### config.mk
export PLATFORM = sky130hd
export DESIGN_NAME = mem_port_arbiter
export DESIGN_NICKNAME = d
export VERILOG_FILES = /design/src/rtl/mem_port_arbiter.sv
export SDC_FILE = /design/constraint.sdc
export NUM_CORES = 1
export LEC_CHECK = 0
export BUFFER_PORTS_ARGS = -buffer_cell sky130_fd_sc_hd__buf_2
export CAP_MARGIN = 20
export CORE_AREA = 4 4 129 131
export CTS_CLUSTER_DIAMETER = 150
export DETAILED_ROUTE_END_ITERATION = 16
export DIE_AREA = 0 0 133 135
export GPL_TIMING_DRIVEN = 0
export HOLD_SLACK_MARGIN = 0.08
export PLACE_DENSITY = 0.74
export REMOVE_ABC_BUFFERS = 1
export SETUP_SLACK_MARGIN = 0.15
export SYNTH_ARGS = -nofsm -noshare
export SYNTH_HDL_FRONTEND = slang
export SYNTH_SLANG_ARGS = --single-unit
### constraint.sdc
create_clock -name clk_i -period 3.18 [get_ports clk_i]
set_clock_uncertainty 0.1 [all_clocks]
set_input_delay 0.636 -clock clk_i [delete_from_list [all_inputs] [get_ports clk_i]]
set_output_delay 0.636 -clock clk_i [all_outputs]
set_load 0.005 [all_outputs]
### src/rtl/mem_port_arbiter.sv
// mem_port_arbiter: shares memory port B between several bus masters.
// Accesses are serialised with a req/gnt handshake. Read data returns with a
// one-cycle valid pulse for the requester, after the block-RAM read latency.
module mem_port_arbiter #(
    parameter int unsigned NUM_REQ      = 3,
    parameter int unsigned DATA_W       = 32,
    parameter int unsigned READ_LATENCY = 1,
    parameter bit          PRIO0_FIXED  = 1'b1
) (
    input  logic                       clk_i,
    input  logic                       rst_ni,
    input  logic [NUM_REQ-1:0]         req_i,
    input  logic [NUM_REQ-1:0]         we_i,
    input  logic [NUM_REQ*DATA_W-1:0]  addr_i,
    input  logic [NUM_REQ*DATA_W-1:0]  wdata_i,
    output logic [NUM_REQ-1:0]         gnt_o,
    output logic [NUM_REQ-1:0]         rvalid_o,
    output logic [DATA_W-1:0]          rdata_o,
    output logic [DATA_W-1:0]          mem_addr_o,
    output logic [DATA_W-1:0]          mem_wdata_o,
    output logic                       mem_we_o,
    input  logic [DATA_W-1:0]          mem_rdata_i,
    output logic                       busy_o,
    output logic [$clog2(NUM_REQ)-1:0] grant_id_o
);
    localparam int unsigned ID_W  = $clog2(NUM_REQ);
    localparam int unsigned SUM_W = ID_W + 1;
    localparam int unsigned CNT_W = (READ_LATENCY > 1) ? $clog2(READ_LATENCY) : 1;

    localparam logic [1:0] S_IDLE  = 2'd0;
    localparam logic [1:0] S_ISSUE = 2'd1;
    localparam logic [1:0] S_WAIT  = 2'd2;

    logic [1:0]         state_q, state_d;
    logic [ID_W-1:0]    ptr_q, ptr_d;
    logic [ID_W-1:0]    id_q, id_d;
    logic               we_q, we_d;
    logic [CNT_W-1:0]   cnt_q, cnt_d;
    logic [NUM_REQ-1:0] gnt_q, gnt_d;
    logic [NUM_REQ-1:0] rvalid_q, rvalid_d;
    logic [DATA_W-1:0]  rdata_q, rdata_d;
    logic [DATA_W-1:0]  mem_addr_q, mem_addr_d;
    logic [DATA_W-1:0]  mem_wdata_q, mem_wdata_d;
    logic               mem_we_q, mem_we_d;
    logic               busy_q, busy_d;

    logic               win_valid;
    logic [ID_W-1:0]    win_id;
    logic               win_we;
    logic [DATA_W-1:0]  win_addr;
    logic [DATA_W-1:0]  win_wdata;
    logic [SUM_W-1:0]   sum;
    logic [ID_W-1:0]    idx;

    // Pick the first requester after the pointer; requester 0 may override
    always_comb begin
        win_valid = 1'b0;
        win_id    = '0;
        sum       = '0;
        idx       = '0;
        for (int unsigned k = 1; k <= NUM_REQ; k++) begin
            sum = {1'b0, ptr_q} + SUM_W'(k);
            if (sum >= SUM_W'(NUM_REQ)) begin
                sum = sum - SUM_W'(NUM_REQ);
            end
            idx = sum[ID_W-1:0];
            if (!win_valid && req_i[idx] && !(PRIO0_FIXED && (idx == '0))) begin
                win_valid = 1'b1;
                win_id    = idx;
            end
        end
        if (PRIO0_FIXED && req_i[0]) begin
            win_valid = 1'b1;
            win_id    = '0;
        end
    end

    // Select the winner's access fields
    always_comb begin
        win_we    = 1'b0;
        win_addr  = '0;
        win_wdata = '0;
        for (int unsigned i = 0; i < NUM_REQ; i++) begin
            if (win_id == ID_W'(i)) begin
                win_we    = we_i[i];
                win_addr  = addr_i[i*DATA_W +: DATA_W];
                win_wdata = wdata_i[i*DATA_W +: DATA_W];
            end
        end
    end

    // Next-state and registered-output logic for IDLE/ISSUE/WAIT
    always_comb begin
        state_d     = state_q;
        ptr_d       = ptr_q;
        id_d        = id_q;
        we_d        = we_q;
        cnt_d       = cnt_q;
        gnt_d       = '0;
        rvalid_d    = '0;
        rdata_d     = rdata_q;
        mem_addr_d  = mem_addr_q;
        mem_wdata_d = mem_wdata_q;
        mem_we_d    = 1'b0;
        busy_d      = busy_q;
        case (state_q)
            S_IDLE: begin
                if (win_valid) begin
                    state_d     = S_ISSUE;
                    id_d        = win_id;
                    we_d        = win_we;
                    mem_addr_d  = win_addr;
                    mem_wdata_d = win_wdata;
                    mem_we_d    = win_we;
                    gnt_d       = NUM_REQ'(1) << win_id;
                    busy_d      = 1'b1;
                    if (!(PRIO0_FIXED && (win_id == '0))) begin
                        ptr_d = win_id;
                    end
                end
            end
            S_ISSUE: begin
                if (we_q) begin
                    state_d = S_IDLE;
                    busy_d  = 1'b0;
                end else begin
                    state_d = S_WAIT;
                    cnt_d   = CNT_W'(READ_LATENCY - 1);
                end
            end
            S_WAIT: begin
                if (cnt_q == '0) begin
                    state_d  = S_IDLE;
                    busy_d   = 1'b0;
                    rdata_d  = mem_rdata_i;
                    rvalid_d = NUM_REQ'(1) << id_q;
                end else begin
                    cnt_d = cnt_q - CNT_W'(1);
                end
            end
            default: begin
                state_d = S_IDLE;
                busy_d  = 1'b0;
            end
        endcase
    end

    // State and output registers; reset aborts any access in flight
    always_ff @(posedge clk_i or negedge rst_ni) begin
        if (!rst_ni) begin
            state_q     <= S_IDLE;
            ptr_q       <= ID_W'(NUM_REQ - 1);
            id_q        <= '0;
            we_q        <= 1'b0;
            cnt_q       <= '0;
            gnt_q       <= '0;
            rvalid_q    <= '0;
            rdata_q     <= '0;
            mem_addr_q  <= '0;
            mem_wdata_q <= '0;
            mem_we_q    <= 1'b0;
            busy_q      <= 1'b0;
        end else begin
            state_q     <= state_d;
            ptr_q       <= ptr_d;
            id_q        <= id_d;
            we_q        <= we_d;
            cnt_q       <= cnt_d;
            gnt_q       <= gnt_d;
            rvalid_q    <= rvalid_d;
            rdata_q     <= rdata_d;
            mem_addr_q  <= mem_addr_d;
            mem_wdata_q <= mem_wdata_d;
            mem_we_q    <= mem_we_d;
            busy_q      <= busy_d;
        end
    end

    assign gnt_o       = gnt_q;
    assign rvalid_o    = rvalid_q;
    assign rdata_o     = rdata_q;
    assign mem_addr_o  = mem_addr_q;
    assign mem_wdata_o = mem_wdata_q;
    assign mem_we_o    = mem_we_q;
    assign busy_o      = busy_q;
    assign grant_id_o  = id_q;

endmodule

-- Yosys cells after proc, flatten, opt, wreduce, memory -nomap -nowiden
Index checks and enable logic that the tools add are counted.
- flip-flop bits (word level): 112
- logic and storage cells: 102
- input bits: 232
- output and inout port bits: 106
- $lt $le $gt $ge: 6
- reductions and logical operators: 22
- mux-type cells: 43
- add/sub/neg operators: 7
- shift operators: 2
- bitwise operators: 2
- equality and inequality tests: 8
- operators by type and width (cell ; number):
    2-to-1 mux 32 bit ; 6
    2-to-1 mux 2 bit ; 10
    2-to-1 mux 1 bit ; 17
    2-to-1 mux 3 bit ; 4
    logical NOT 2 bit ; 5
    >= comparator 3 x 2 -> 1 bit (second input constant) ; 3
    < comparator 2 x 3 -> 1 bit (second input constant) ; 3
    != test 2 bit (second input constant) ; 4
    AND reduction 2 bit ; 4
    adder 2 x 2 -> 3 bit (second input constant) ; 2
    binary-select mux 1 bit (select 2 bit) ; 3
    one-hot mux 2 bit (3 select lines) ; 1
    AND reduction 3 bit ; 2
    left shift 1 x 2 -> 3 bit (first input constant) ; 2
    subtractor 2 bit (second input constant) ; 3
    logical AND 1 bit ; 5
    logical NOT 1 bit ; 5
    == test 2 x 1 -> 1 bit (second input constant) ; 2
    == test 2 bit (second input constant) ; 2
    adder 2 x 1 -> 3 bit (second input constant) ; 1
    one-hot mux 1 bit (3 select lines) ; 1
    NOT 1 bit ; 2
    one-hot mux 1 bit (2 select lines) ; 1
    nonzero test 2 bit ; 1
    subtractor 1 bit (second input constant) ; 1

-- Depth between registers and ports, before layout
- word-level depth: 22
- gate-level depth with buffers: 12
- depth with buffers taken out: 10

-- Worst setup path after synthesis
No wires, ideal clock.
- path type: register to register
- start point: register ptr_q[1]
- end point: register mem_addr_q[0], in the netlist mem_addr_o[0]
- cell stages (with the launch flop): 12
- data arrival time: 2.415 ns
- period minus slack after synthesis: 2.639 ns
- data required time: 2.956 ns
- setup slack: 0.541 ns
- buffers on the path: 3
- path through: dfstp_2 -> inv_1 -> ha_1 -> buf_6 -> nand2b_4 -> a311oi_4 -> o211a_1 -> o211ai_2 -> buf_6 -> buf_4 -> o221ai_1 -> o21ai_1
- longest elaborated chain between the ends: 20
- elaborated cells between the ends (all ways): 46
- classes of those cells: add/sub: 6; order compare: 3; eq/ne: 2; mux: 20; reduce/logical: 15
- ends and longest elaborated chain (what ; line ; source):
    start: declaration ; 35 ; logic [ID_W-1:0] ptr_q, ptr_d;
    start signal: assignment ; 152 ; ptr_q <= ID_W'(NUM_REQ - 1);
    start signal: assignment ; 165 ; ptr_q <= ptr_d;
    adder 2 x 1 -> 3 bit ; 62 ; sum = {1'b0, ptr_q} + SUM_W'(k);
    >= comparator 3 x 2 -> 1 bit or subtractor 2 bit (tied branches) ; 63, 64 ;
    2-to-1 mux 2 bit ; 63 ; if (sum >= SUM_W'(NUM_REQ)) begin
    binary-select mux 1 bit (select 2 bit) or logical NOT 2 bit (tied branches) ; 67 ; if (!win_valid && req_i[idx] && !(PRIO0_FIXED && (idx == '0))) begin
    2-to-1 mux 1 bit (implied by the code) or logical NOT 1 bit (tied branches) ; 67 ;
    logical AND 1 bit ; 67 ;
    2-to-1 mux 1 bit ; 67 ;
    logical NOT 1 bit ; 67 ;
    logical AND 1 bit (2 in a row) ; 67 ;
    2-to-1 mux 1 bit ; 67 ;
    logical NOT 1 bit ; 67 ;
    logical AND 1 bit (2 in a row) ; 67 ;
    2-to-1 mux 2 bit ; 67 ;
    2-to-1 mux 2 bit ; 72 ; if (PRIO0_FIXED && req_i[0]) begin
    logical NOT 2 bit ; 84 ; if (win_id == ID_W'(i)) begin
    2-to-1 mux 32 bit (3 in a row) ; 84 ;
    end signal: assignment ; 172 ; mem_addr_q <= mem_addr_d;
    end: declaration ; 42 ; logic [DATA_W-1:0] mem_addr_q, mem_addr_d;
Several ways; a longest one is shown, not always the timed one. The select of a mux whose other input is x is not followed.
A chain may end at the register's enable or synchronous reset.

-- Worst setup path in the final report
- start point: register ptr_q[1]
- end point: register mem_addr_q[3], in the netlist mem_addr_o[3]
The elaborated chain is that of the path after synthesis.

==> metrics.md <==
| Metric | Value |
|---|---|
| Hold Crit Class | in2async |
| WL per Instance | 16.73 um |
| CTS Sinks | 111 |
| PD cells | 1117 nW/um^2 |
| # setup viols final | 0 |
| Final Max Tran Viols | 0 |
| Via count | 6,046 |
| Final ANT Viol Nets | 0 |
| Total wire length | 20,310 um |
| Synthesized flop and latch total | 111 |
| Synthesized cell area | 5598 sq um |
| Cell Int Power | 5.035 mW |
| CTS Hold Bufs | 0 |
| CTS tree | built |
| Crit Path Max Fanout | 46 |
| LEAKAGE | 4.283 nW |
| Placed Area | 7541 sq um |
| H-tree Lvls | 3 |
| Cells after synthesis | 671 |
| DIE AREA | 17,960 sq um |
| Psw | 3.976 mW |
| Max Cap Viol | 0 |
| Max Buffers Root-to-Sink | 2 |
| Final hold slack | 0.1784 ns |
| IO Port Bufs | 337 |
| Vias in the first global route | 5,700 |
| Num rows | 46 |
| Worst EP required | 3.30 ns |
| CP arrival | 3.12 ns |
| Post-synth EDFFs | 0 |
| First-pass GRT wire length | 29,530 um |
| Post-synth cell types | 45 |
| Clock root buffer | clkbuf_16 |
| Fin cells | 1,214 |
| Worst slew margin | 60.25% |
| Final Hold Viols | 0 |
| CORE AREA | 15,600 sq um |
| Inserted Diodes | 0 |
| Post-synth top cells | 257 x nand2_1, 110 x dfrtp_1, 92 x o21ai_1 |
| Synthesized area per cell | 8.343 sq um |
| Outcome | complete, no violations |
| Seq/Total Area, Yosys | 49.64% |
| Worst-Margin Slew | 0.5962 ns |
| Worst-skew pair later-pin latency | 0.34 ns |
| FILL cells | 1,521 |
| Global-route usage over all layers | 20.46% |
| F_max | 332.8 MHz |
| Setup slack at placement | -1.014 ns |
| Detailed Routing Iterations Pass 1 | 5 |
| Area contributors post-synth | dfrtp_1 49%, nand2_1 17%, o21ai_1 8.2% |
| Die height | 135 um |
| Initial antenna violation count | 2 |
| Reg clk slew, reported paths | 0.07 ns |
| Fin Setup TNS | 0 ns |
| Routed vias/inst | 4.980 |
| Final GP Congestion | 0.8279 |
| Total power | 9.011 mW |
| Main synth FF type | dfrtp_1 |
| Finished Cell Area | 8069 sq um |
| Util after Layout | 51.73% |
| Io pins | 338 |
| Gate power share | 60.2% |
| Clock share of power | 11.9% |
| Layout area overhead | 44.14% |
| DRC | 0 |
| Crit path capture type | register |
| Worst vdd ir | 0.0004980 V |
| Synth warnings | 0 |
| Largest net degree at the start of global routing | 69 |
| Layout cells sized above 1 | 40.08% |
| Startpoint types | register |
| RSZ-0062 raised after global routing | true |
| Sw Ratio | 44.12% |
| Grt ovf | 0 |
| Fin crit share | 94.49% |
| Post-DP HPWL | 14,380 um |
| WS Path Type | reg2reg |
| Share of Yosys cell area claimed by the top area cell type | 49.17% |
| TritonCTS buffer count | 9 |
| Seq pwr share | 27.9% |
| DRT iter0 DRCs | 310 |
| Post-placement cell count | 1,184 |
| Final min period | 3.005 ns |
| Die extent in x | 133 um |
| Initial Util | 35.89% |
| Asr flop ratio synth | 100.0% |
| Worst setup margin | 0.1751 ns |
| Synth area leader | dfrtp_1 |
| Count leader, synth | nand2_1 |
| Nets@finish | 1,232 |
sequential cells by signal, summed over array words and instances (netlist names):
register     cells
mem_addr_o      32
mem_wdata_o     32
rdata_o         32
gnt_o            3
rvalid_o         3
grant_id_o       2
ptr_q            2
state_q          2
busy_o           1
mem_we_o         1
we_q             1
worst max-delay path, stage by stage, from the launching register on:
cell	delay [ns]
dfstp_2	0.55
inv_1	0.11
ha_4	0.36
buf_4	0.15
a21boi_1	0.10
a311oi_4	0.34
o211a_1	0.33
o211ai_4	0.17
buf_12	0.22
o221ai_1	0.33
o21ai_1	0.09
cells in the final DEF, fill, tap and decap left out, types with 2 or more instances in the layout:
cell type / synthesis / layout
nor3_1: 21 / 20
a21o_1: 2 / 2
dfrtp_1: 110 / 110
nor3b_1: 5 / 5
clkbuf_8: 0 / 2
o21ai_0: 20 / 20
buf_2: 18 / 336
and3_1: 46 / 46
o21ai_1: 92 / 92
ha_1: 6 / 4
inv_1: 5 / 4
o221ai_1: 18 / 18
buf_8: 0 / 4
nand2_1: 257 / 257
buf_16: 0 / 4
buf_4: 3 / 12
clkbuf_16: 0 / 11
buf_12: 0 / 3
nor2_1: 4 / 4
cell families after synthesis:
| kind of cell | count (synthesis) | share of synthesized area (%) |
|---|---|---|
| xor+xnor | 1 | 0.1565 |
| fa+ha+maj | 6 | 1.341 |
| simple gates | 343 | 26.51 |
| buf+inv | 59 | 5.499 |
| compound gates | 149 | 16.47 |
| mux | 2 | 0.3800 |
| flops | 111 | 49.64 |
what timing repair did:
| item | in CTS | in global routing |
|---|---|---|
| gates cloned | 1 | 3 |
| buffers inserted | 3 | 8 |
| pin swaps | 3 | 5 |
| endpoints found under the setup margin | 74 | 70 |
| gates resized for setup | 13 | 9 |
routing by layer:
layer | routed length [um] | track usage (%) | part of all wire (%) | up-vias
li1 | - | - | - | 2921
met1 | 8235 | 25.67 | 41 | 2811
met2 | 10060 | 34.73 | 50 | 282
met3 | 1679 | 5.253 | 8.3 | 28
met4 | 322 | 6.467 | 1.6 | 4
met5 | 21 | 0 | 0.10 | -
worst paths after layout:
check / startpoint / endpoint / slack [ns] / depth (start not counted)
max: ptr_q[1]$_DFFE_PN1P_ / mem_addr_o[3]$_DFFE_PN0P_ / 0.18 / 10
min: rst_ni / rdata_o[18]$_DFFE_PN0P_ / 0.18 / 1
max reg2reg: ptr_q[1]$_DFFE_PN1P_ / mem_addr_o[3]$_DFFE_PN0P_ / 0.18 / 10
min in group clk_i: rdata_o[16]$_DFFE_PN0P_ / rdata_o[16]$_DFFE_PN0P_ / 0.37 / 2
max in group asynchronous: rst_ni / mem_wdata_o[8]$_DFFE_PN0P_ / 2.05 / 2
min reg2reg: rdata_o[16]$_DFFE_PN0P_ / rdata_o[16]$_DFFE_PN0P_ / 0.37 / 2
power by group through the flow:
stage	Combinational [mW]	Sequential [mW]	Clock (mW)
finish	5.42	2.51	1.08
CTS	5.06	2.51	1.12
global route	6.02	2.61	1.17
global placement	4.55	2.49	0
detailed placement	4.91	2.52	0
floorplan	2.72	2.57	0
area by class of cell:
type,instances,area [sq um],share of cell area [%]
Multi-Input combinational cell,503,2619,32.45
Clock buffer,11,252.7,3.132
Tap cell,216,270.3,3.349
Timing Repair Buffer,361,2052,25.43
Timing Repair inverter,1,11.26,0.1396
Sequential cell,111,2779,34.44
Inverter,7,55.05,0.6823
Clock inverter,4,30.03,0.3722
(Power assumes the default switching activity.)
